$ cat src/rtl/divider_pkg.sv
// ============================================================================
// Module : divider_pkg
// Brief  : Shared FSM state encoding and default width for the signed divider.
// Rev    : 1.0  initial release
// ============================================================================
`default_nettype none

package divider_pkg;

    localparam int DEFAULT_WIDTH = 8;

    typedef enum logic [2:0] {
        IDLE  = 3'd0,
        CHECK = 3'd1,
        ITER  = 3'd2,
        FIX   = 3'd3,
        DONE  = 3'd4
    } div_state_t;

endpackage

`default_nettype wire

$ cat src/rtl/div_step.sv
// ============================================================================
// Module : div_step
// Brief  : One combinational restoring-division step on unsigned magnitudes.
// Rev    : 1.0  initial release
// ============================================================================
`default_nettype none

module div_step #(
    parameter int N = 8
) (
    input  logic [N:0]   rem_in,
    input  logic         dvd_bit,
    input  logic [N-1:0] divisor,
    output logic [N:0]   rem_out,
    output logic         q_bit
);

    logic [N+1:0] shifted;
    logic [N+1:0] diff;

    // The partial remainder stays below the divisor, so the shifted value never
    // reaches bit N+1; the top bit of the difference is therefore its sign.
    assign shifted = {rem_in, dvd_bit};
    assign diff    = shifted - {2'b00, divisor};
    assign q_bit   = ~diff[N+1];
    assign rem_out = q_bit ? diff[N:0] : shifted[N:0];

endmodule

`default_nettype wire

$ cat src/rtl/signed_divider.sv
// ============================================================================
// Module : signed_divider
// Brief  : Sequential 2N/N two's-complement divider, restoring, one bit/cycle.
// Rev    : 1.0  initial release
// ============================================================================
`default_nettype none

module signed_divider
    import divider_pkg::*;
#(
    parameter int N = DEFAULT_WIDTH
) (
    input  logic           clk,
    input  logic           rst,
    input  logic           start,
    input  logic [2*N-1:0] dividend,
    input  logic [N-1:0]   divisor,
    output logic [N-1:0]   quotient,
    output logic [N-1:0]   remainder,
    output logic           busy,
    output logic           done,
    output logic           div_by_zero,
    output logic           overflow
);

    localparam int CW = (N > 1) ? $clog2(N) : 1;
    localparam logic [CW-1:0] LAST = CW'(N - 1);

    div_state_t state, next_state;

    logic [CW-1:0]  cnt;
    logic           dvd_neg;
    logic           dvs_neg;
    logic [N-1:0]   dvs_mag;
    logic [N-1:0]   dvd_low_raw;
    logic [N:0]     prem;
    logic [N-1:0]   low_sr;
    logic [N-1:0]   qmag;

    logic [2*N-1:0] dvd_abs;
    logic [N-1:0]   dvs_abs;
    logic [N:0]     step_rem;
    logic           step_q;
    logic           q_neg;
    logic           q_ovf;

    // Negating the most negative value wraps to itself, which is the correct
    // unsigned magnitude at this width.
    assign dvd_abs = dividend[2*N-1] ? (~dividend + 1'b1) : dividend;
    assign dvs_abs = divisor[N-1]    ? (~divisor + 1'b1)  : divisor;

    assign q_neg = dvd_neg ^ dvs_neg;
    assign q_ovf = q_neg ? (qmag[N-1] & (|qmag[N-2:0])) : qmag[N-1];

    div_step #(.N(N)) u_step (
        .rem_in  (prem),
        .dvd_bit (low_sr[N-1]),
        .divisor (dvs_mag),
        .rem_out (step_rem),
        .q_bit   (step_q)
    );

    always_ff @(posedge clk or posedge rst) begin
        if (rst) begin
            state <= IDLE;
        end else begin
            state <= next_state;
        end
    end

    always_comb begin
        next_state = state;
        unique case (state)
            IDLE:    if (start) next_state = CHECK;
            CHECK:   begin
                if ((dvs_mag == '0) || (prem[N-1:0] >= dvs_mag)) begin
                    next_state = DONE;
                end else begin
                    next_state = ITER;
                end
            end
            ITER:    if (cnt == LAST) next_state = FIX;
            FIX:     next_state = DONE;
            DONE:    next_state = IDLE;
            default: next_state = IDLE;
        endcase
    end

    always_ff @(posedge clk or posedge rst) begin
        if (rst) begin
            cnt         <= '0;
            dvd_neg     <= 1'b0;
            dvs_neg     <= 1'b0;
            dvs_mag     <= '0;
            dvd_low_raw <= '0;
            prem        <= '0;
            low_sr      <= '0;
            qmag        <= '0;
            quotient    <= '0;
            remainder   <= '0;
            busy        <= 1'b0;
            done        <= 1'b0;
            div_by_zero <= 1'b0;
            overflow    <= 1'b0;
        end else begin
            done <= 1'b0;
            unique case (state)
                IDLE: begin
                    if (start) begin
                        dvd_neg     <= dividend[2*N-1];
                        dvs_neg     <= divisor[N-1];
                        dvs_mag     <= dvs_abs;
                        dvd_low_raw <= dividend[N-1:0];
                        prem        <= {1'b0, dvd_abs[2*N-1:N]};
                        low_sr      <= dvd_abs[N-1:0];
                        busy        <= 1'b1;
                    end
                end
                CHECK: begin
                    cnt <= '0;
                    if (dvs_mag == '0) begin
                        div_by_zero <= 1'b1;
                        overflow    <= 1'b0;
                        quotient    <= '0;
                        remainder   <= dvd_low_raw;
                    end else if (prem[N-1:0] >= dvs_mag) begin
                        div_by_zero <= 1'b0;
                        overflow    <= 1'b1;
                        quotient    <= '0;
                        remainder   <= '0;
                    end
                end
                ITER: begin
                    prem   <= step_rem;
                    qmag   <= {qmag[N-2:0], step_q};
                    low_sr <= {low_sr[N-2:0], 1'b0};
                    cnt    <= (cnt == LAST) ? '0 : cnt + 1'b1;
                end
                FIX: begin
                    div_by_zero <= 1'b0;
                    if (q_ovf) begin
                        overflow  <= 1'b1;
                        quotient  <= '0;
                        remainder <= '0;
                    end else begin
                        overflow  <= 1'b0;
                        quotient  <= q_neg   ? (~qmag + 1'b1) : qmag;
                        remainder <= dvd_neg ? (~prem[N-1:0] + 1'b1) : prem[N-1:0];
                    end
                end
                DONE: begin
                    done <= 1'b1;
                    busy <= 1'b0;
                end
                default: ;
            endcase
        end
    end

endmodule

`default_nettype wire
$ cat config.mk
export PLATFORM = sky130hd
export DESIGN_NAME = signed_divider
export DESIGN_NICKNAME = d
export VERILOG_FILES = /design/src/rtl/divider_pkg.sv /design/src/rtl/div_step.sv /design/src/rtl/signed_divider.sv
export SDC_FILE = /design/constraint.sdc
export NUM_CORES = 1
export LEC_CHECK = 0
export ABC_AREA = 1
export ABC_CLOCK_PERIOD_IN_PS = 2980
export CAP_MARGIN = 40
export CORE_ASPECT_RATIO = 0.9
export CORE_MARGIN = 2
export CORE_UTILIZATION = 46
export CTS_CLUSTER_SIZE = 8
export DETAILED_ROUTE_END_ITERATION = 10
export PLACE_DENSITY = 0.74
export SYNTH_ARGS = -nofsm -noshare
export SYNTH_HDL_FRONTEND = slang
export SYNTH_SLANG_ARGS = --single-unit
$ cat constraint.sdc
create_clock -name clk -period 2.98 [get_ports clk]
set_input_delay 0.596 -clock clk [delete_from_list [all_inputs] [get_ports clk]]
set_output_delay 0.596 -clock clk [all_outputs]
set_load 0.02 [all_outputs]
==> results of run 1 <==
## synth_stat cells, types with 2 or more instances
cell type  count  share of area
nand2_1      174           0.15
inv_1         85          0.071
dfrtp_1       69           0.39
nand3_1       64          0.072
nor2_1        45          0.038
o21ai_0       43          0.048
a21oi_1       25          0.028
ha_1          22          0.061
xor2_1        21          0.041
clkbuf_1      13          0.011
nand4_1        7         0.0098
nor3_1         7         0.0078
o21ai_1        6         0.0067
a22o_1         5         0.0098
o221ai_1       5         0.0098
nand3b_1       3         0.0050
o211ai_1       3         0.0050
buf_2          2         0.0022
nand2_2        2         0.0028
o22ai_1        2         0.0028
## kinds of logic (layout without fill, tap and decap cells)
group / after synthesis / count (layout) / synth area share
AO/OA/AOI/OAI: 94 / 94 / 0.121
XOR/XNOR: 22 / 22 / 0.0472
adder cells (fa/ha/maj): 23 / 23 / 0.0659
buffers and inverters: 105 / 156 / 0.0911
flip-flops: 69 / 69 / 0.386
AND/OR/NAND/NOR: 306 / 306 / 0.289
## layer usage
metal,global-route usage,vias to the layer above,share of wire
met3,0.0335,18,0.055
li1,-,2094,-
met4,0.0740,0,0.020
met2,0.317,133,0.44
met5,0,-,0
met1,0.338,1929,0.49
## metrics by stage
step	instance area [sq um]	worst slack, ns	std cells	power [mW]
after floorplan	4480	0.644	619	3.88
after global placement	5080	0.714	780	4.69
after detailed placement	5080	0.674	780	4.80
after CTS	5310	0.757	796	5.71
after global routing	5310	0.577	796	6.25
final	5310	0.726	796	5.71
## registers in the layout, indices dropped and copies added (netlist names)
name,cells
dvd_low_raw,8
div_by_zero,1
overflow,1
dvs_neg,1
remainder,8
state,3
dvd_neg,1
prem,9
low_sr,8
cnt,3
qmag,8
dvs_mag,8
quotient,8
done,1
busy,1
## cell type report
type                    instances  area, sq um
inverters                      87          327
fillers                       893         4260
multi-input cells             445         2340
clock buffers                  10          138
repair buffers                 53          526
flip-flops and latches         69         1730
well taps                     126          158
clock inverters                 6         93.8
## power groups by stage
stage	Sequential (mW)	Combinational (mW)	Clock [mW]
final	1.70	3.13	0.885
after global routing	1.74	3.56	0.947
after CTS	1.69	3.12	0.899
after detailed placement	1.71	3.09	0
after global placement	1.69	3.00	0
after floorplan	1.71	2.17	0
## worst max-delay path, cell delays in order (launching register included)
cell,delay [ns]
dfrtp_1,0.48
ha_1,0.38
nand2_1,0.09
nand2_1,0.07
a21oi_1,0.26
nand3_1,0.17
nand2_2,0.20
nand2_2,0.17
nand2_1,0.09
nand3_1,0.11
a21oi_1,0.16
## final timing paths
path	startpoint	end	slack [ns]
worst max-delay path	prem[5]	prem[4]	0.73
min in group asynchronous	rst	done	0.65
worst min-delay path	low_sr[0]	low_sr[0]	0.48
max in group asynchronous	rst	prem[5]	1.69
worst min register to register	low_sr[0]	low_sr[0]	0.48
worst max register to register	prem[5]	prem[4]	0.73
==> metrics.txt, run 1 <==
status completed; Synth Cell Area 0.00448 sq mm; CTS max path bufs 2; Worst VDD drop 0.000403 V; total track usage 0.221; post-cts resize count 0; die height roughly 98 um; ANT cells 0; maxcap violations 0; Warnings, synthesis 0; Critical Path Source Type flip-flop; Net Switching 2.68 mW; clk_skew 0.0138 ns; leak pwr 2.67 nW; Initial Util 0.468; Post-Synthesis Cells 619; HPWL after DPL 8340 um; most common flop cell mapped by yosys dfrtp_1; final RePlAce weighted congestion between 0.8 and 0.9; starting DRC count in detailed routing ~250; port buffer count 46; hold path depth 2; post-synthesis register bit count 69; final worst path period share 0.756; drt total wl 11000 um; Worst-path clk slew 0.08 ns; area overhead of the layout relative to synthesis 18.6%; crit path max fanout 10; CP Capture Type flip-flop; Core Box Area 0.00957 sq mm; WS Path Type reg -> reg; Post-synth EDFFs 0; Clock power frac 0.155; Final Max Slew Viols 0; commonest non-fill, non-tap cells in the layout nand2_1, inv_1, dfrtp_1; hold crit path type reg -> reg; DR vias/cell 5.24; Setup Fix Bufs, Post-CTS 0; routed len/inst ~14 um; vias in the first global route 3925; CTS buffer count 9; H-Tree Depth 3; FF-to-FF path depth 10; Combinational Power Share 0.548; Mean Syn Cell Area 7.23 sq um; Sw Ratio 0.469; drc violations 0; internal power around 3.0 mW; arrival time worst endpoint between 2 and 3 ns; initial antenna violation count 0; Worst-Skew Late Latency 0.35 ns; Finished Core Util 0.555; Critical Path RT 3.24 ns; TritonRoute pass-1 iters 5; max_slew headroom 0.514; syn nets 669; final hold slack 0.479 ns; die extent in x about 110 um; Die ar. 0.0105 sq mm; Worst Tran Pin Value 0.728 ns; # setup viols final 0; layout cells sized above 1 0.0493; CTS tree done; antenna viol nets, final 0; Setup TNS 0 ns; cts hold-fix bufs 0; register share of total power 0.297; final hold violations 0; minimum clock period 2.25 ns; # clock sinks 69; Async S/R FF share, synth 1.00; largest net degree at the start of global routing 45; total global routing overflow 0; Root Buffer clkbuf_8; commonest non-fill, non-tap cell in the layout nand2_1; fin nets 715; RSZ-0062 raised after global routing false; Vias 4174; row count 34; IO Pins 47; global-route wire length before repair between 15000 and 20000 um; power density cells 1080 mW/mm^2; Yosys cell types 36; sequential area share after synthesis 0.386; f_max between 400 and 500 MHz
Note: power is estimated with default switching activity, not from simulation.
==> inputs of run 2 (changes only) <==
--- a/config.mk
+++ b/config.mk
@@ -6,14 +6,14 @@
 export NUM_CORES = 1
 export LEC_CHECK = 0
 export ABC_AREA = 1
-export ABC_CLOCK_PERIOD_IN_PS = 2980
+export ABC_CLOCK_PERIOD_IN_PS = 1890
 export CAP_MARGIN = 40
 export CORE_ASPECT_RATIO = 0.9
 export CORE_MARGIN = 2
 export CORE_UTILIZATION = 46
 export CTS_CLUSTER_SIZE = 8
 export DETAILED_ROUTE_END_ITERATION = 10
-export PLACE_DENSITY = 0.74
+export PLACE_DENSITY = 0.77
 export SYNTH_ARGS = -nofsm -noshare
 export SYNTH_HDL_FRONTEND = slang
 export SYNTH_SLANG_ARGS = --single-unit
==> constraint.sdc (replaced) <==
create_clock -name clk -period 1.89 [get_ports clk]
set_input_delay 0.378 -clock clk [delete_from_list [all_inputs] [get_ports clk]]
set_output_delay 0.378 -clock clk [all_outputs]
set_load 0.02 [all_outputs]
==> run 2 against run 1 <==
The flow now finishes with violations (setup timing). Highest routed layer unchanged. Critical path type unchanged. Non-clock buffer count is 69 higher. Worst setup slack worse by 0.84 ns. Final cell count is 8.8% higher. Worst hold slack worse by 0.024 ns.
==> metrics.txt, run 2 (synthesis gave the netlist of run 1 again) <==
status finished with violations (was completed); violated checks setup timing; layout cells sized above 1 0.261 (was 0.0493); Final WS setup -0.110 ns (was 0.726 ns); Biggest register prem (unchanged); max reg flops 9 (unchanged); CTS tree done (unchanged); total track usage 0.244 (was 0.221); antenna viol nets, final 0 (unchanged); CTS buffer count 9 (unchanged); global-route wire length before repair 20500 um (was 18700 um); ANT cells 0 (unchanged); Worst Tran Pin Value 0.512 ns (was 0.728 ns); initial antenna violation count 0 (unchanged); crit path max fanout 6 (was 10); TritonRoute pass-1 iters 5 (unchanged); RSZ-0062 raised after global routing true (was false); # setup viols final 19 (was 0); Critical Path RT 2.19 ns (was 3.24 ns); CP max stage delay 0.42 ns (was 0.48 ns); # clock sinks 69 (unchanged); power density cells 1870 mW/mm^2 (was 1080 mW/mm^2); family with the most delay on the worst path simple AND/OR/NAND/NOR gates (unchanged); total power 12.0 mW (was 5.71 mW); commonest non-fill, non-tap cell in the layout nand2_1 (unchanged); drt total wl 13900 um (was 11000 um); Worst-path clk slew 0.10 ns (was 0.08 ns); minimum clock period 2.00 ns (was 2.25 ns); CP Capture Type flip-flop (unchanged); crit-path cells buf_4 -> ha_4 -> a21oi_1 -> o21ai_1 -> nand2_1 -> nand4_1 -> nand2_4 -> clkbuf_16 -> nand3_2 -> nand2_1 (was ha_1 -> nand2_1 -> nand2_1 -> a21oi_1 -> nand3_1 -> nand2_2 -> nand2_2 -> nand2_1 -> nand3_1 -> a21oi_1); Root Buffer clkbuf_8 (unchanged); Final Max Slew Viols 0 (unchanged); fin nets 785 (was 715); clk_skew 0.0193 ns (was 0.0138 ns); Worst-Skew Late Latency 0.36 ns (was 0.35 ns); CTS max path bufs 2 (unchanged); Placed Cells 833 (was 780); WS Path Type reg -> reg (unchanged); final RePlAce weighted congestion 0.918 (was 0.898); arrival time worst endpoint 2.30 ns (was 2.51 ns); IO Pins 47 (unchanged); slowest stage cell on the critical path dfrtp_1 (unchanged); final hold slack 0.454 ns (was 0.479 ns); fillers 727 (was 893); largest net degree at the start of global routing 70 (was 45); Core Box Area 0.00957 sq mm (unchanged); starting DRC count in detailed routing 402 (was 253); die extent in x 108 um (unchanged); final hold violations 0 (unchanged); leak pwr 3.10 nW (was 2.67 nW); Vias 4718 (was 4174); Setup TNS -1.41 ns (was 0 ns); commonest non-fill, non-tap cells in the layout nand2_1, inv_1, dfrtp_1 (unchanged); Non-Filler Instances 866 (was 796); Die ar. 0.0105 sq mm (unchanged); dpl cell area 0.00548 sq mm (was 0.00508 sq mm); H-Tree Depth 3 (unchanged); total global routing overflow 0 (unchanged); HPWL after DPL 8860 um (was 8340 um); vias in the first global route 4238 (was 3925); drc violations 0 (unchanged); Critical Path Source Type flip-flop (unchanged); routed len/inst 16.1 um (was 13.9 um); port buffer count 46 (unchanged); final worst path period share 1.06 (was 0.756); row count 34 (unchanged); die height 97.6 um (unchanged); max_slew headroom 0.659 (was 0.514); area overhead of the layout relative to synthesis 43.6% (was 18.6%); cts hold-fix bufs 0 (unchanged); crit path buf inv count 2 (was 0); Initial Util 0.468 (unchanged); DR vias/cell 5.45 (was 5.24); f_max 500 MHz (was 444 MHz); most frequent CP cell nand2_1 (unchanged); post-route cell area 0.00643 sq mm (was 0.00531 sq mm); Worst VDD drop 0.000684 V (was 0.000403 V); maxcap violations 0 (unchanged); hold crit path type in -> async (was reg -> reg)
==> run 2: metal layers <==
layer	wire (um)	global-route usage	vias to the layer above
li1	-	-	2248
met1	6040	0.347	2248
met2	6690	0.392	184
met3	836	0.0402	38
met4	357	0.0562	0
met5	0	0	-
==> run 2: timing repair <==
action,CTS,global route
setup endpoints to repair,20,28
gates cloned,0,4
gates resized for setup,22,104
pin swaps,5,56
buffers inserted,1,12
hold endpoints to repair,0,0
==> run 2: cell type report <==
type                            instances  area [sq um]  area share
Multi-Input combinational cell        446          2850       0.444
Sequential cell                        69          1730       0.269
Timing Repair Buffer                  122          1130       0.176
Inverter                               87           330      0.0514
Tap cell                              126           158      0.0245
Clock buffer                            9           124      0.0193
Clock inverter                          7           106      0.0165
==> run 2: path summary, 6_finish.rpt <==
path / start / to / slack [ns] / cells after the start
setup reg to reg: prem[3] / div_by_zero / -0.11 / 10
hold / removal: rst / prem[8] / 0.45 / 3
hold reg to reg: cnt[0] / cnt[0] / 0.49 / 1
max in group asynchronous: rst / prem[1] / 1.12 / 3
min in group clk: cnt[0] / cnt[0] / 0.49 / 1
setup / recovery: prem[3] / div_by_zero / -0.11 / 10
==> run 2: worst reg2reg max path, stage by stage, from the launching register on <==
cell and delay (ns):
dfrtp_1 0.42, buf_4 0.17, ha_4 0.22, a21oi_1 0.15, o21ai_1 0.09, nand2_1 0.08
nand4_1 0.22, nand2_4 0.27, clkbuf_16 0.20, nand3_2 0.06, nand2_1 0.07
==> run 2: power by group <==
part | leakage [nW] | internal (mW) | switching, mW
Combinational | 2.11 | 3.46 | 4.39
Sequential | 0.877 | 2.12 | 0.598
Clock | 0.116 | 0.767 | 0.676
==> run 2: through the flow <==
step                worst slack [ns]  utilization
finish                        -0.110        0.672
floorplan                     0.0704            -
global route                  -0.153        0.672
global placement              -0.148        0.573
detailed placement            -0.176        0.573
CTS                         -0.00129        0.609
==> inputs of run 3 (changes only) <==
--- a/config.mk
+++ b/config.mk
@@ -5,7 +5,6 @@
 export SDC_FILE = /design/constraint.sdc
 export NUM_CORES = 1
 export LEC_CHECK = 0
-export ABC_AREA = 1
 export ABC_CLOCK_PERIOD_IN_PS = 1890
 export CAP_MARGIN = 40
 export CORE_ASPECT_RATIO = 0.9
==> run 3 against run 2 <==
Largest power group unchanged. Final cell count fell by 15%. Die area fell by 2.2%. First-iteration DRC count fell by 37%. Via count fell by 12%. Fmax fell by 15%. Critical path depth fell by 2. Critical path type unchanged. The flow still finishes with violations (setup timing).
==> metrics.txt, run 3 <==
Root Buffer clkbuf_8 (unchanged); # setup viols final 29 (was 19); maxcap violations 0 (unchanged); H-Tree Depth 3 (unchanged); final RePlAce weighted congestion 0.971 (was 0.918); Core Box Area 0.00917 sq mm (was 0.00957 sq mm); Worst-Skew Late Latency 0.36 ns (about the same); cts hold-fix bufs 0 (unchanged); Yosys cell types 67 (was 36); Die ar. 0.0103 sq mm (was 0.0105 sq mm); GRT met1 Usage 0.293 (was 0.347); Critical Path RT 2.14 ns (was 2.19 ns); routing usage on met3 0.0577 (was 0.0402); minimum clock period 2.35 ns (was 2.00 ns); die height 96.5 um (was 97.6 um); register area 0.00173 sq mm (about the same); Post-synth EDFFs 0 (unchanged); vias in the first global route 4238 (unchanged); arrival time worst endpoint 2.59 ns (was 2.30 ns); commonest non-fill, non-tap cells in the layout buf_4, nand2_1, dfrtp_1 (was nand2_1, inv_1, dfrtp_1); final hold violations 0 (unchanged); fillers 684 (was 727); row count 33 (was 34); ANT cells 0 (unchanged); clk_skew 0.00978 ns (was 0.0193 ns); CTS buffer count 9 (unchanged); f_max 426 MHz (was 500 MHz); Worst-path clk slew 0.08 ns (was 0.10 ns); Mean Syn Cell Area 9.25 sq um (was 7.23 sq um); initial antenna violation count 0 (unchanged); Final Max Slew Viols 0 (unchanged); leak pwr 2.85 nW (was 3.10 nW); post-synthesis register bit count 69 (unchanged); largest net degree at the start of global routing 52 (was 70); IO Pins 47 (unchanged); max reg flops 9 (unchanged); sequential area share after synthesis 0.395 (was 0.386); hold crit path type in -> async (unchanged); Synth area leaders dfrtp_1, ha_1, nand2_1 (was dfrtp_1, nand2_1, nand3_1); TritonRoute pass-1 iters 5 (unchanged); Critical Path Source Type flip-flop (unchanged); CTS max path bufs 2 (unchanged); port buffer count 46 (unchanged); busiest layer in global routing met2 (unchanged); cell taking the most area after synthesis dfrtp_1 (unchanged); HPWL after DPL 8460 um (was 8860 um); status finished with violations (unchanged); area occupied by multi-input gates 0.00272 sq mm (was 0.00285 sq mm); met2 GRT Util 0.445 (was 0.392); syn nets 523 (was 669); Synth Cell Area 0.00438 sq mm (was 0.00448 sq mm); Finished Core Util 0.685 (was 0.672); commonest non-fill, non-tap cell in the layout buf_4 (was nand2_1); WS Path Type reg -> reg (unchanged); routed len/inst 16.8 um (was 16.1 um); die extent in x 107 um (was 108 um); top cells by count, synth nand2_1, dfrtp_1, o21ai_0 (was nand2_1, inv_1, dfrtp_1); drt total wl 12400 um (was 13900 um); Biggest register prem (unchanged); most common flop cell mapped by yosys dfrtp_1 (unchanged); power density cells 1930 mW/mm^2 (was 1870 mW/mm^2); max_slew headroom 0.755 (was 0.659); Final WS setup -0.459 ns (was -0.110 ns); Async S/R FF share, synth 1.00 (unchanged); top-count cell post-synth nand2_1 (unchanged); starting DRC count in detailed routing 252 (was 402); total track usage 0.249 (was 0.244); total global routing overflow 0 (unchanged); Worst Tran Pin Value 0.364 ns (was 0.512 ns); crit path max fanout 5 (was 6); violated checks setup timing (unchanged); Synth top area share 0.395 (was 0.386); Warnings, synthesis 0 (unchanged); Initial Util 0.477 (was 0.468); RSZ-0062 raised after global routing true (unchanged); global-route wire length before repair 19900 um (was 20500 um); drc violations 0 (unchanged); CP Capture Type flip-flop (unchanged); final worst path period share 1.24 (was 1.06); fin nets 661 (was 785); CTS tree done (unchanged); DR vias/cell 5.64 (was 5.45); Worst VDD drop 0.000814 V (was 0.000684 V); antenna viol nets, final 0 (unchanged); total power 12.1 mW (was 12.0 mW); Post-Synthesis Cells 473 (was 619); # clock sinks 69 (unchanged); layout cells sized above 1 0.305 (was 0.261); area overhead of the layout relative to synthesis 43.5% (was 43.6%); Vias 4164 (was 4718)
## run 3: cell types whose count changed in the layout (fill, tap and decap cells not counted), sizes merged, moves of 9 or more
| cell | delta |
|---|---|
| nand2 | -104 |
| inv | -66 |
| nand3 | -57 |
| buf | +28 |
| nor2 | -17 |
| xnor2 | +14 |
| mux2 | +10 |
| mux2i | +9 |
| nor2b | +9 |
## run 3: final cells by class
class | instances | share of cell area
repair inverters | 1 | 0.00120
flip-flops and latches | 69 | 0.276
inverters | 23 | 0.0155
multi-input cells | 359 | 0.434
clock inverters | 6 | 0.0213
clock buffers | 10 | 0.0219
repair buffers | 148 | 0.206
well taps | 122 | 0.0243
## run 3: layer usage
metal | vias to the layer above | routed length (um)
met5 | - | 0
met1 | 2009 | 5030
met4 | 0 | 399
met3 | 43 | 768
li1 | 1946 | -
met2 | 166 | 6220
## run 3: critical path, stage by stage, from the launching register on
cell and delay (ns):
dfrtp_1 0.43, ha_1 0.29, nand2b_4 0.14, a21o_1 0.16
a211o_1 0.29, a21oi_2 0.22, or3b_4 0.21, clkinvlp_4 0.18
mux2_4 0.33
## run 3: stage by stage
stage               instances  hold WS, ns  cell area [sq um]  setup slack [ns]  setup TNS (ns)
global placement          702        0.462               5570            -0.268           -5.57
global route              738        0.308               6280            -0.493          -10.43
detailed placement        702        0.467               5570            -0.347           -7.54
floorplan                 473        0.446               4450            -0.355           -4.26
CTS                       728        0.303               6100            -0.339           -5.95
finish                    738        0.301               6280            -0.459           -9.22
## run 3: power by group
group          switching (mW)  internal [mW]
sequential              0.529           2.09
clock                   0.587           1.05
combinational            3.95           3.91
total                    5.06           7.05
## run 3: path summary, 6_finish.rpt
check / startpoint / end / slack (ns) / cells after the start
setup reg to reg: dvs_mag[0] / remainder[7] / -0.46 / 8
hold reg to reg: dvd_low_raw[2] / dvd_low_raw[2] / 0.49 / 2
hold / removal: rst / dvs_neg / 0.30 / 2
max in group asynchronous: rst / dvs_mag[1] / 1.04 / 3
min in group clk: dvd_low_raw[2] / dvd_low_raw[2] / 0.49 / 2
setup / recovery: dvs_mag[0] / remainder[7] / -0.46 / 8
## run 3: what timing repair did
item,4_1_cts,5_1_grt
resized for setup,34,27
cloned,1,0
setup buffers,9,10
setup endpoints to repair,29,29
pin swaps,13,15
## run 3: cell families (layout without fill, tap and decap cells)
kind of cell / after synthesis / after routing / share of synthesized area
flip-flops: 69 / 69 / 0.395
AND/OR/NAND/NOR: 158 / 158 / 0.173
buffers and inverters: 45 / 188 / 0.0489
AO/OA/AOI/OAI: 125 / 125 / 0.193
XOR/XNOR: 34 / 34 / 0.0698
multiplexers: 19 / 19 / 0.0540
adder cells (fa/ha/maj): 23 / 23 / 0.0675
==> variant 1 (config.mk and constraints of run 2) <==
Set the package constant `DEFAULT_WIDTH` to 4 (it was 8).
--- a/src/rtl/divider_pkg.sv
+++ b/src/rtl/divider_pkg.sv
@@ -9,3 +9,3 @@
 
-    localparam int DEFAULT_WIDTH = 8;
+    localparam int DEFAULT_WIDTH = 4;
 
Interface: changed (resized dividend, divisor, quotient and remainder); port bits go from 47 to 27. The function was not compared with the original's and may differ.
==> variant 1 against run 2 <==
Die area is 44% lower; non-clock buffer count decreased by 89; worst hold slack improved by 28 ps; total power shrank 59%; first-iteration DRC count is 62% lower; setup slack improved by 280 ps; via count is 56% lower; routed wire length shrank 64%; sequential cell count is 29 lower; synthesized area shrank 46%; cell area decreased by 55%; maximum frequency increased by 16%; critical endpoint is now prem[4]$_DFFE_PP0P_.
==> variant 1: results (changes against run 2) <==
- Status: completed (was complete, but fails checks)
- Max reg flops: 5 (was 9)
- Crit path max-delay family: adder cells (was simple AND/OR/NAND/NOR gates)
- Inverters: 50 (was 87)
- Met2 GRT Util: 28.2% (was 39.2%)
- Worst min-delay path class: reg2reg (was in2async)
- Top post-synthesis cells by count: nand2_1 (74), inv_1 (43), dfrtp_1 (40) (was nand2_1 (174), inv_1 (85), dfrtp_1 (69))
- Grt met1 use: 27.1% (was 34.7%)
- Area of the multi-input gates: 1210 um^2 (was 2850 um^2)
- Placed cell area: 2790 um^2 (was 5480 um^2)
- Via density: 5.08 (was 5.45)
- CP max FO: 4 (was 6)
- Internal power of the cells: 2.73 mW (was 6.35 mW)
- Top cells by area, synth: dfrtp_1 (41%), nand2_1 (11%), ha_1 (7.2%) (was dfrtp_1 (39%), nand2_1 (15%), nand3_1 (7.2%))
- Post-CTS Setup Bufs: 0 (was 1)
- Hold_ws: 483 ps (was 454 ps)
- Placed Instances: 396 (was 833)
- Critical path arrival: 1900 ps (was 2300 ps)
- Reg2reg path depth: 9 (was 10)
- Crit path capture: prem[4]$_DFFE_PP0P_ (was div_by_zero$_DFFE_PP0P_)
- Pre-CTS setup slack: 133 ps (was -176 ps)
- Non-CTS buffers: 33 (was 122)
- Grt met3 use: 3.71% (was 4.02%)
- Fill cells: 470 (was 727)
- Largest net degree at the start of global routing: 41 (was 70)
- Register area: 1000 um^2 (was 1730 um^2)
- CTS H-Tree Depth: 2 (was 3)
- GRT Total Usage: 18.8% (was 24.4%)
## variant 1: metal layers
metal | vias up | share of wire, %
li1 | 1059 | -
met1 | 943 | 50
met2 | 50 | 44
met3 | 7 | 4.7
met4 | 0 | 1.7
met5 | - | 0
## variant 1: kinds of logic (layout without fill, tap and decap cells)
kind of cell / count (synthesis) / count (layout) / share of synthesized area, %
fa+ha+maj: 15 / 15 / 8.04
buf+inv: 55 / 91 / 9.02
xor+xnor: 7 / 7 / 2.53
compound gates: 49 / 49 / 12.6
simple gates: 136 / 136 / 26.5
flops: 40 / 40 / 41.2
## variant 1: power by group through the flow
| stage | Clock, mW | Combinational, mW | Sequential (mW) |
|---|---|---|---|
| 2_1_floorplan | 0 | 1.83 | 1.58 |
| 3_3_place_gp | 0 | 2.60 | 1.49 |
| 3_5_place_dp | 0 | 2.66 | 1.51 |
| 4_1_cts | 0.690 | 2.69 | 1.50 |
| 5_1_grt | 0.730 | 3.09 | 1.54 |
| 6_report | 0.679 | 2.71 | 1.50 |
==> variant 2 (config.mk and constraints of run 2) <==
Made on the original files. Encoding of `div_state_t`: now one-hot (5 bits for 5 states).
--- a/src/rtl/divider_pkg.sv
+++ b/src/rtl/divider_pkg.sv
@@ -11,8 +11,8 @@
 
-    typedef enum logic [2:0] {
-        IDLE  = 3'd0,
-        CHECK = 3'd1,
-        ITER  = 3'd2,
-        FIX   = 3'd3,
-        DONE  = 3'd4
+    typedef enum logic [4:0] {
+        IDLE  = 5'b00001,
+        CHECK = 5'b00010,
+        ITER  = 5'b00100,
+        FIX   = 5'b01000,
+        DONE  = 5'b10000
     } div_state_t;
Check against the original RTL: no difference found for any inputs over 10 cycles, from zero or initial values and one cycle with rst high; not proved beyond that.
==> variant 2 against run 2 <==
Synthesized cell count increased by 3.4%; first-iteration DRC count decreased by 27%; setup slack improved by 110 ps; highest routed layer unchanged; routed wire length decreased by 8.9%; critical path type unchanged; total power decreased by 16%; die area increased by 5.7%; sequential cell count increased by 2; synthesized area increased by 6.0%; final cell count decreased by 0.23%; cell area decreased by 4.1%; global-route usage decreased by 1.7 points.
==> variant 2: results (changes against run 2) <==
- Status: completed (was complete, but fails checks)
- Via density: 5.45 (about the same)
- First-pass GRT wire length: 20.8 mm (was 20.5 mm)
- Reg clk slew, reported paths: 60 ps (was 100 ps)
- Pre-CTS setup slack: -184 ps (was -176 ps)
- Syn nets: 690 (was 669)
- Internal power of the cells: 5.48 mW (was 6.35 mW)
- Clock share of power: 16.3% (was 12.0%)
- Layout cells sized above 1: 20.8% (was 26.1%)
- Critical Path Source: prem[5]$_DFFE_PP0P_ (was prem[3]$_DFFE_PP0P_)
- Post-Layout Cell Count: 864 (was 866)
- Post-CTS Setup Bufs: 6 (was 1)
- Top cells by area, synth: dfrtp_1 (37%), nand2_1 (14%), nand3_1 (6.5%) (was dfrtp_1 (39%), nand2_1 (15%), nand3_1 (7.2%))
- Maximum clock frequency: 530 MHz (was 500 MHz)
- CTS root buf: clkbuf_16 (was clkbuf_8)
- Fill cells: 859 (was 727)
- Critical path arrival: 2150 ps (was 2300 ps)
- Overall routed net length: 12.7 mm (was 13.9 mm)
- # nets final: 780 (was 785)
- Gpl congestion: 0.928 (was 0.918)
- Sequential share of the synthesized area: 37.5% (was 38.6%)
- Power, Total: 10.1 mW (was 12.0 mW)
- Post-CTS Resized: 18 (was 22)
- Setup slack, reg-to-reg: 5 ps (was -110 ps)
- Vias in the first global route: 4444 (was 4238)
- Leak: 3.00 nW (was 3.10 nW)
- Synth top area share: 36.9% (was 38.6%)
- Max IR drop VDD: 608 uV (was 684 uV)
- Synth unique cells: 48 (was 36)
- Synth Instances: 640 (was 619)
- Starting DRT DRC Count: 294 (was 402)
- Placed Instances: 834 (was 833)
- CP max FO: 8 (was 6)
- Clock skew: 16.1 ps (was 19.3 ps)
[variant 2: cell count changes after synthesis, moves of 4 or more]
cell | run 2 | this run
a31oi_1 | 0 | 4
a21oi_1 | 25 | 17
nor2_1 | 45 | 52
nand2_4 | 0 | 4
clkbuf_1 | 13 | 5
inv_2 | 1 | 10
inv_1 | 85 | 71
o21ai_0 | 43 | 51
nand2_1 | 174 | 180
xor2_1 | 21 | 14
o221ai_1 | 5 | 1
buf_2 | 2 | 11
[variant 2: cell type report]
type / instances / area, um^2 / area share [%]
clock buffer: 9 / 225 / 3.65
timing repair buffer: 97 / 876 / 14.2
multi-input combinational: 470 / 2750 / 44.6
tap: 129 / 161 / 2.62
sequential: 71 / 1780 / 28.9
inverter: 81 / 308 / 4.99
clock inverter: 7 / 62.6 / 1.02
[variant 2: path summary, 6_finish.rpt]
| path | endpoint | cells after the start |
|---|---|---|
| min | remainder[7]$_DFFE_PP0P_ | 3 |
| max reg2reg | prem[6]$_DFFE_PP0P_ | 10 |
| min in group clk | low_sr[2]$_DFFE_PP0P_ | 2 |
| max | prem[6]$_DFFE_PP0P_ | 10 |
| min reg2reg | low_sr[2]$_DFFE_PP0P_ | 2 |
| max in group asynchronous | state[0]$_DFFE_PP1P_ | 3 |
[variant 2: routing by layer]
layer	GRT usage [%]	wire length [um]	vias to the layer above
li1	-	-	2273
met1	30.5	5630	2240
met2	38.7	6080	177
met3	3.32	778	23
met4	6.55	199	0
met5	0	0	-
[variant 2: kinds of logic after synthesis]
logic type	share of synthesized area, %
XOR/XNOR	2.95
buffers and inverters	9.07
AND/OR/NAND/NOR	31.5
adder cells (fa/ha/maj)	6.22
AO/OA/AOI/OAI	12.8
flip-flops	37.5
